==> config.mk <==
export PLATFORM = sky130hd
export DESIGN_NAME = load_store_unit_flat
export DESIGN_NICKNAME = d
export VERILOG_FILES = /design/src/rtl/load_store_unit_if.sv /design/src/rtl/load_store_unit.sv /design/src/flat_wrapper.sv
export SDC_FILE = /design/constraint.sdc
export NUM_CORES = 1
export LEC_CHECK = 0
export CAP_MARGIN = 40
export CORE_ASPECT_RATIO = 0.6
export CORE_UTILIZATION = 25
export DETAILED_ROUTE_END_ITERATION = 10
export PLACE_DENSITY = 0.45
export SLEW_MARGIN = 30
export SYNTH_ARGS = -nofsm -noshare
export SYNTH_HDL_FRONTEND = slang
export SYNTH_SLANG_ARGS = --single-unit
==> constraint.sdc <==
create_clock -name clk -period 6.9 [get_ports clk]
set_input_delay 1.725 -clock clk [delete_from_list [all_inputs] [get_ports clk]]
set_output_delay 1.725 -clock clk [all_outputs]
set_load 0.01 [all_outputs]
==> src/rtl/load_store_unit_if.sv <==
// load_store_unit_if
//   Bundles the CPU-side request/response handshake and the word-organised
//   data memory port of the load/store unit.
//   Ports (signals):
//     req_valid, req_ready, req_we, req_size, req_signed, req_addr, req_wdata
//     resp_valid, resp_rdata, resp_err
//     mem_addr, mem_rd, mem_wr, mem_wdata, mem_rdata
//   slave  : the load/store unit side.
//   master : the requester side (CPU datapath and memory model).
interface load_store_unit_if #(
    parameter int ADDR_W = 16
);
    logic              req_valid;
    logic              req_ready;
    logic              req_we;
    logic [1:0]        req_size;
    logic              req_signed;
    logic [ADDR_W+1:0] req_addr;
    logic [31:0]       req_wdata;
    logic              resp_valid;
    logic [31:0]       resp_rdata;
    logic              resp_err;
    logic [ADDR_W-1:0] mem_addr;
    logic              mem_rd;
    logic              mem_wr;
    logic [31:0]       mem_wdata;
    logic [31:0]       mem_rdata;

    modport slave (
        input  req_valid, req_we, req_size, req_signed, req_addr, req_wdata,
        input  mem_rdata,
        output req_ready, resp_valid, resp_rdata, resp_err,
        output mem_addr, mem_rd, mem_wr, mem_wdata
    );

    modport master (
        output req_valid, req_we, req_size, req_signed, req_addr, req_wdata,
        output mem_rdata,
        input  req_ready, resp_valid, resp_rdata, resp_err,
        input  mem_addr, mem_rd, mem_wr, mem_wdata
    );
endinterface

==> src/rtl/load_store_unit.sv <==
// load_store_unit
//   Byte/halfword/word load-store initiator in front of a 32-bit word memory.
//   Sub-word stores are done as read-modify-write. Loads return the addressed
//   lane right-aligned and sign- or zero-extended.
//   Ports:
//     clk  : system clock, rising edge
//     rst  : asynchronous active-high reset
//     bus  : load_store_unit_if.slave (request, response and memory signals)
//   Optional feature: define MISALIGN_TRAP_EN to answer misaligned halfword/word
//   requests with resp_err=1 and no memory access.
//
//   state | meaning
//   IDLE  | ready for a request
//   RD    | memory read strobe; capture word for load or RMW merge
//   WR    | memory write strobe with final word
//   RESP  | one-cycle response pulse
module load_store_unit #(
    parameter int ADDR_W = 16
) (
    input  logic                  clk,
    input  logic                  rst,
    load_store_unit_if.slave      bus
);
    typedef enum logic [1:0] {
        IDLE = 2'd0,
        RD   = 2'd1,
        WR   = 2'd2,
        RESP = 2'd3
    } state_t;

    state_t      state, state_next;
    logic        we_q, signed_q;
    logic [1:0]  size_q, off_q;
    logic [31:0] wdata_q;
    logic        accept, misaligned;
    logic [7:0]  byte_lane;
    logic [15:0] half_lane;
    logic [31:0] load_data, merge_data;

    assign accept = bus.req_valid & bus.req_ready;

`ifdef MISALIGN_TRAP_EN
    logic err_q;
    always_comb begin
        misaligned = 1'b0;
        if (bus.req_size == 2'b01)
            misaligned = bus.req_addr[0];
        else if (bus.req_size[1])
            misaligned = (bus.req_addr[1:0] != 2'b00);
    end
    assign bus.resp_err = (state == RESP) & err_q;
`else
    assign misaligned   = 1'b0;
    assign bus.resp_err = 1'b0;
`endif

    always_ff @(posedge clk or posedge rst) begin
        if (rst) state <= IDLE;
        else     state <= state_next;
    end

    always_comb begin
        state_next     = state;
        bus.req_ready  = 1'b0;
        bus.resp_valid = 1'b0;
        bus.mem_rd     = 1'b0;
        bus.mem_wr     = 1'b0;
        case (state)
            IDLE: begin
                bus.req_ready = 1'b1;
                if (bus.req_valid) begin
                    if (misaligned)
                        state_next = RESP;
                    else if (bus.req_we && bus.req_size[1])
                        state_next = WR;
                    else
                        state_next = RD;
                end
            end
            RD: begin
                bus.mem_rd = 1'b1;
                state_next = we_q ? WR : RESP;
            end
            WR: begin
                bus.mem_wr = 1'b1;
                state_next = RESP;
            end
            RESP: begin
                bus.resp_valid = 1'b1;
                state_next     = IDLE;
            end
            default: state_next = IDLE;
        endcase
    end

    // Lane extraction; halfwords use only offset bit 1, so addr[0] is ignored
    // when misalignment is not trapped.
    assign byte_lane = bus.mem_rdata[{off_q, 3'b000} +: 8];
    assign half_lane = off_q[1] ? bus.mem_rdata[31:16] : bus.mem_rdata[15:0];

    always_comb begin
        case (size_q)
            2'b00:   load_data = {{24{signed_q & byte_lane[7]}}, byte_lane};
            2'b01:   load_data = {{16{signed_q & half_lane[15]}}, half_lane};
            default: load_data = bus.mem_rdata;
        endcase
    end

    always_comb begin
        merge_data = bus.mem_rdata;
        case (size_q)
            2'b00: merge_data[{off_q, 3'b000} +: 8] = wdata_q[7:0];
            2'b01: begin
                if (off_q[1]) merge_data[31:16] = wdata_q[15:0];
                else          merge_data[15:0]  = wdata_q[15:0];
            end
            default: merge_data = wdata_q;
        endcase
    end

    always_ff @(posedge clk or posedge rst) begin
        if (rst) begin
            we_q           <= 1'b0;
            signed_q       <= 1'b0;
            size_q         <= 2'b00;
            off_q          <= 2'b00;
            wdata_q        <= '0;
            bus.mem_addr   <= '0;
            bus.mem_wdata  <= '0;
            bus.resp_rdata <= '0;
`ifdef MISALIGN_TRAP_EN
            err_q          <= 1'b0;
`endif
        end else if (accept) begin
            we_q          <= bus.req_we;
            signed_q      <= bus.req_signed;
            size_q        <= bus.req_size;
            off_q         <= bus.req_addr[1:0];
            wdata_q       <= bus.req_wdata;
            bus.mem_addr  <= bus.req_addr[ADDR_W+1:2];
            // A word store goes straight to WR, so its data must already be
            // on mem_wdata; sub-word stores overwrite this with the merge.
            bus.mem_wdata <= bus.req_wdata;
`ifdef MISALIGN_TRAP_EN
            err_q         <= misaligned;
`endif
        end else if (state == RD) begin
            if (we_q) bus.mem_wdata  <= merge_data;
            else      bus.resp_rdata <= load_data;
        end
    end
endmodule

==> src/flat_wrapper.sv <==
// flat-port wrapper written by rule: the top's interface ports become plain ports
module load_store_unit_flat 
#(
    parameter int ADDR_W = 16
)
  (clk, rst, bus_req_valid, bus_req_we, bus_req_size, bus_req_signed, bus_req_addr, bus_req_wdata, bus_mem_rdata, bus_req_ready, bus_resp_valid, bus_resp_rdata, bus_resp_err, bus_mem_addr, bus_mem_rd, bus_mem_wr, bus_mem_wdata);
  load_store_unit_if #(.ADDR_W(ADDR_W)) bus_i ();
  input  logic clk;
  input  logic rst;
  input wire logic [$bits(bus_i.req_valid)-1:0] bus_req_valid;
  input wire logic [$bits(bus_i.req_we)-1:0] bus_req_we;
  input wire logic [$bits(bus_i.req_size)-1:0] bus_req_size;
  input wire logic [$bits(bus_i.req_signed)-1:0] bus_req_signed;
  input wire logic [$bits(bus_i.req_addr)-1:0] bus_req_addr;
  input wire logic [$bits(bus_i.req_wdata)-1:0] bus_req_wdata;
  input wire logic [$bits(bus_i.mem_rdata)-1:0] bus_mem_rdata;
  output wire logic [$bits(bus_i.req_ready)-1:0] bus_req_ready;
  output wire logic [$bits(bus_i.resp_valid)-1:0] bus_resp_valid;
  output wire logic [$bits(bus_i.resp_rdata)-1:0] bus_resp_rdata;
  output wire logic [$bits(bus_i.resp_err)-1:0] bus_resp_err;
  output wire logic [$bits(bus_i.mem_addr)-1:0] bus_mem_addr;
  output wire logic [$bits(bus_i.mem_rd)-1:0] bus_mem_rd;
  output wire logic [$bits(bus_i.mem_wr)-1:0] bus_mem_wr;
  output wire logic [$bits(bus_i.mem_wdata)-1:0] bus_mem_wdata;
  assign bus_i.req_valid = bus_req_valid;
  assign bus_i.req_we = bus_req_we;
  assign bus_i.req_size = bus_req_size;
  assign bus_i.req_signed = bus_req_signed;
  assign bus_i.req_addr = bus_req_addr;
  assign bus_i.req_wdata = bus_req_wdata;
  assign bus_i.mem_rdata = bus_mem_rdata;
  assign bus_req_ready = bus_i.req_ready;
  assign bus_resp_valid = bus_i.resp_valid;
  assign bus_resp_rdata = bus_i.resp_rdata;
  assign bus_resp_err = bus_i.resp_err;
  assign bus_mem_addr = bus_i.mem_addr;
  assign bus_mem_rd = bus_i.mem_rd;
  assign bus_mem_wr = bus_i.mem_wr;
  assign bus_mem_wdata = bus_i.mem_wdata;
  load_store_unit #(.ADDR_W(ADDR_W)) u_core (.clk(clk), .rst(rst), .bus(bus_i));
endmodule
==> qor.json <==
{
  "avgViaCountPerCell": {"value": 4.99},
  "totalWireLength": {"value": 24.6, "unit": "mm"},
  "wire_length_of_the_first_global_routing_pass": {"value": 36.7, "unit": "mm"},
  "drt_iter0_drc": {"value": 439},
  "critical_path.cell_chain": {"value": "clkdlybuf4s50_1 > nand2_2 > buf_4 > nand2_1 > o22ai_1 > a41oi_1"},
  "place.port_buffers": {"value": 172},
  "crit_arrival": {"value": 4.08, "unit": "ns"},
  "ys.warnings.count": {"value": 0},
  "finalWorstPathRequiredPeriod": {"value": 3.82, "unit": "ns"},
  "total_power": {"value": 4.33, "unit": "mW"},
  "final_core_utilization": {"value": 37.3, "unit": "%"},
  "floorplan.die.width": {"value": 204, "unit": "um"},
  "grt_antenna_before_repair": {"value": 0},
  "cts-root-to-sink-buffers": {"value": 2},
  "ctsHtreeMaxLevel": {"value": 4},
  "gr-usage-all-layers": {"value": 19.9, "unit": "%"},
  "clock_tree_from_tritoncts": {"value": "yes"},
  "drive_gt1_share": {"value": 7.43, "unit": "%"},
  "path_clk_slew": {"value": 0.05, "unit": "ns"},
  "finalClockSkew": {"value": 0.0120, "unit": "ns"},
  "worstPathRequired": {"value": 7.16, "unit": "ns"},
  "maximum_number_of_pins_on_one_net_before_global_route_repair": {"value": 57},
  "globalRouteMet3Util": {"value": 4.80, "unit": "%"},
  "stdcell_count": {"value": 1176},
  "fin_nets": {"value": 946},
  "asyncSetResetFlopFracSynth": {"value": 100, "unit": "%"},
  "gate_count_of_the_mapped_netlist": {"value": 693},
  "fin_ws": {"value": 3.08, "unit": "ns"},
  "worst_hold_check_path_type": {"value": "reg -> reg"},
  "wl_per_cell": {"value": 20.9, "unit": "um"},
  "peak_fanout_along_the_critical_path": {"value": 41},
  "fin_crit_sh": {"value": 55.4, "unit": "%"},
  "worst_pin_slew": {"value": 0.892, "unit": "ns"},
  "cts.repair.resized": {"value": 0},
  "clock-sinks": {"value": 120},
  "cts_root_buffer": {"value": "clkbuf_16"},
  "finalHoldViolations": {"value": 0},
  "worst_skew_pair.late_latency": {"value": 0.43, "unit": "ns"},
  "insertedDiodeCount": {"value": 0},
  "synth_flop_cell": {"value": "dfrtp_1"},
  "dpl.cell_count": {"value": 1144},
  "number_of_failing_setup_endpoints_in_the_final_timing_report": {"value": 0},
  "drt-pass1-iter-count": {"value": 5},
  "cts_made_buffers": {"value": 17},
  "drt.antenna.violating_nets": {"value": 0},
  "post-place-ws": {"value": 2.68, "unit": "ns"},
  "postCtsHoldBufs": {"value": 0},
  "post-synth-top-area-cell": {"value": "dfrtp_1"},
  "dp_hpwl": {"value": 17.7, "unit": "mm"},
  "worst_slew_margin_rel": {"value": 40.2, "unit": "%"},
  "cp-start-kind": {"value": "input pin"},
  "timing.fmax": {"value": 262, "unit": "MHz"},
  "yosys.area.top_type_share": {"value": 48.9, "unit": "%"},
  "syn_nets": {"value": 791},
  "crit_path_top_delay_cell": {"value": "nand2_1"},
  "p_per_area": {"value": 493, "unit": "nW/um2"},
  "average_size_of_a_mapped_cell": {"value": 8.86, "unit": "um2"},
  "ys_seq_elements": {"value": 120},
  "final_sum_of_negative_setup_slack": {"value": 0, "unit": "ns"},
  "gpl.final_weighted_congestion": {"value": 0.827},
  "timing.critical_path.max_delay_family": {"value": "buffers and inverters"},
  "num_vias": {"value": 5868},
  "worst_hold_slack": {"value": 0.478, "unit": "ns"},
  "synth_area_leaders": {"value": "dfrtp_1 49%, nand2_1 13%, nand3_1 3.8%"},
  "detail_route.drc_violations": {"value": 0},
  "power.ir.vdd_worst": {"value": 225, "unit": "uV"},
  "drv_cap": {"value": 0},
  "grtUsageMet2": {"value": 26.9, "unit": "%"},
  "vias_in_the_first_global_route": {"value": 5727},
  "initial_utilization": {"value": 26.0, "unit": "%"},
  "globalRoute.busiestLayer": {"value": "met1"},
  "synth_enable_flop_cells": {"value": 0},
  "post_synth_num_cell_types": {"value": 50},
  "final_design_area_no_fill": {"value": 8780, "unit": "um2"},
  "placed_cell_areas": {"value": 8180, "unit": "um2"},
  "critical_path_buf_inv_count": {"value": 2},
  "run_status": {"value": "completed"},
  "timing_max_transition_violations_final": {"value": 0},
  "die-height": {"value": 123, "unit": "um"},
  "grt.met1_usage": {"value": 30.7, "unit": "%"},
  "number_of_top_level_pins": {"value": 174},
  "fp-row-count": {"value": 43},
  "setup_repair_after_global_routing_missed_its_margin": {"value": "no"},
  "seq_area_frac_synth": {"value": 48.9, "unit": "%"},
  "crit_type": {"value": "in -> reg"},
  "overflow": {"value": 0},
  "core-area": {"value": 23600, "unit": "um2"},
  "end_kind": {"value": "flop"},
  "netlist_area": {"value": 6140, "unit": "um2"},
  "critPathMaxStageDelay": {"value": 0.53, "unit": "ns"},
  "dieArea": {"value": 25200, "unit": "um2"},
  "post_cts.repair.setup_buffers": {"value": 0},
  "layout-area-overhead-vs-synth": {"value": 43.1, "unit": "%"},
  "power.static_leakage": {"value": 3.78, "unit": "nW"}
}
-- cells by family (layout without fill, tap and decap cells) --
family / after synthesis / count (layout) / synth area share, %
AND/OR/NAND/NOR: 329 / 329 / 23.1
AO/OA/AOI/OAI: 157 / 157 / 17.9
flip-flops: 120 / 120 / 48.9
buffers and inverters: 58 / 226 / 3.93
multiplexers: 19 / 19 / 4.26
adder cells (fa/ha/maj): 9 / 9 / 1.83
other: 1 / 1 / 0.0611
-- cell usage after synthesis (all sizes together) (3+ instances only) --
| cell type | instances |
|---|---|
| and2 | 4 |
| buf | 21 |
| a22oi | 9 |
| o211ai | 8 |
| nor2b | 5 |
| a41oi | 8 |
| and3b | 3 |
| nor2 | 24 |
| dfrtp | 120 |
| inv | 6 |
| nand2 | 215 |
| o21ai | 29 |
| a221o | 11 |
| a221oi | 16 |
| a211oi | 4 |
| o22ai | 17 |
| a21boi | 5 |
| a21oi | 35 |
| o221ai | 7 |
| ha | 9 |
| mux2 | 7 |
| clkbuf | 29 |
| nand4 | 9 |
| mux4 | 5 |
| nand3 | 46 |
| mux2i | 7 |
| nand2b | 6 |
| nor3 | 7 |
-- final timing paths --
kind,from,cells after the start,slack (ns),end
worst max-delay path,bus_req_valid,6,3.08,u_core.bus.mem_wdata[1]$_DFFE_PP0P_
worst min-delay path,u_core.wdata_q[19]$_DFFE_PP0P_,2,0.48,u_core.wdata_q[19]$_DFFE_PP0P_
worst max register to register,u_core.size_q[1]$_DFFE_PP0P_,5,4.06,u_core.bus.resp_rdata[17]$_DFFE_PP0P_
worst min register to register,u_core.wdata_q[19]$_DFFE_PP0P_,2,0.48,u_core.wdata_q[19]$_DFFE_PP0P_
max in group asynchronous,rst,4,4.51,u_core.bus.mem_wdata[7]$_DFFE_PP0P_
min in group asynchronous,rst,2,1.53,u_core.state[0]$_DFFE_PP0P_
-- cells in the final DEF (no fill, tap or decap), types with 3 or more instances in the layout --
master,count
o22ai_1,17
bufinv_16,4
a221o_1,11
mux2_2,7
o221ai_1,7
clkinv_2,6
nand2b_1,6
mux2i_1,7
o21ai_0,27
buf_4,11
dfrtp_1,120
clkdlybuf4s50_1,172
nor2b_1,5
a221oi_1,16
ha_1,9
nor3_1,6
a41oi_1,8
nor2_1,24
and2_1,3
a21boi_0,5
and3b_1,3
nand2_1,214
a22oi_1,9
a21oi_1,35
clkbuf_1,4
nand3_1,46
inv_1,5
clkbuf_16,17
mux4_2,5
nand4_1,9
o211ai_1,7
-- power breakdown --
| part | leakage [nW] | internal (mW) | switching (mW) | total [mW] |
|---|---|---|---|---|
| registers | 1.46 | 1.04 | 0.306 | 1.35 |
| logic | 2.02 | 0.915 | 1.12 | 2.04 |
| clock network | 0.301 | 0.610 | 0.334 | 0.944 |
| total | 3.78 | 2.57 | 1.76 | 4.33 |
-- worst min-delay path, stage by stage (launching register included) --
cell	delay, ns
dfrtp_1	0.34
nand2_1	0.05
nand2_1	0.06
-- metal layers --
layer | wire length [um] | vias up
met1 | 12800 | 2830
met2 | 9730 | 234
met5 | 0 | -
li1 | - | 2781
met3 | 1780 | 23
met4 | 267 | 0
-- state kept, by name (all words and copies together), names as in the netlist --
name	flops
u_core.wdata_q	32
u_core.size_q	2
u_core.bus.mem_addr	16
u_core.signed_q	1
u_core.bus.mem_wdata	32
u_core.state	2
u_core.we_q	1
u_core.off_q	2
u_core.bus.resp_rdata	32
-- final cells by class --
type	instances	area [um2]
Clock buffer	22	454
Tap cell	315	394
Fill cell	2381	14800
Clock inverter	10	150
Multi-Input combinational cell	515	2900
Sequential cell	120	3000
Timing Repair Buffer	186	1850
Inverter	8	32.5
Power figures use the tool's default switching activity.
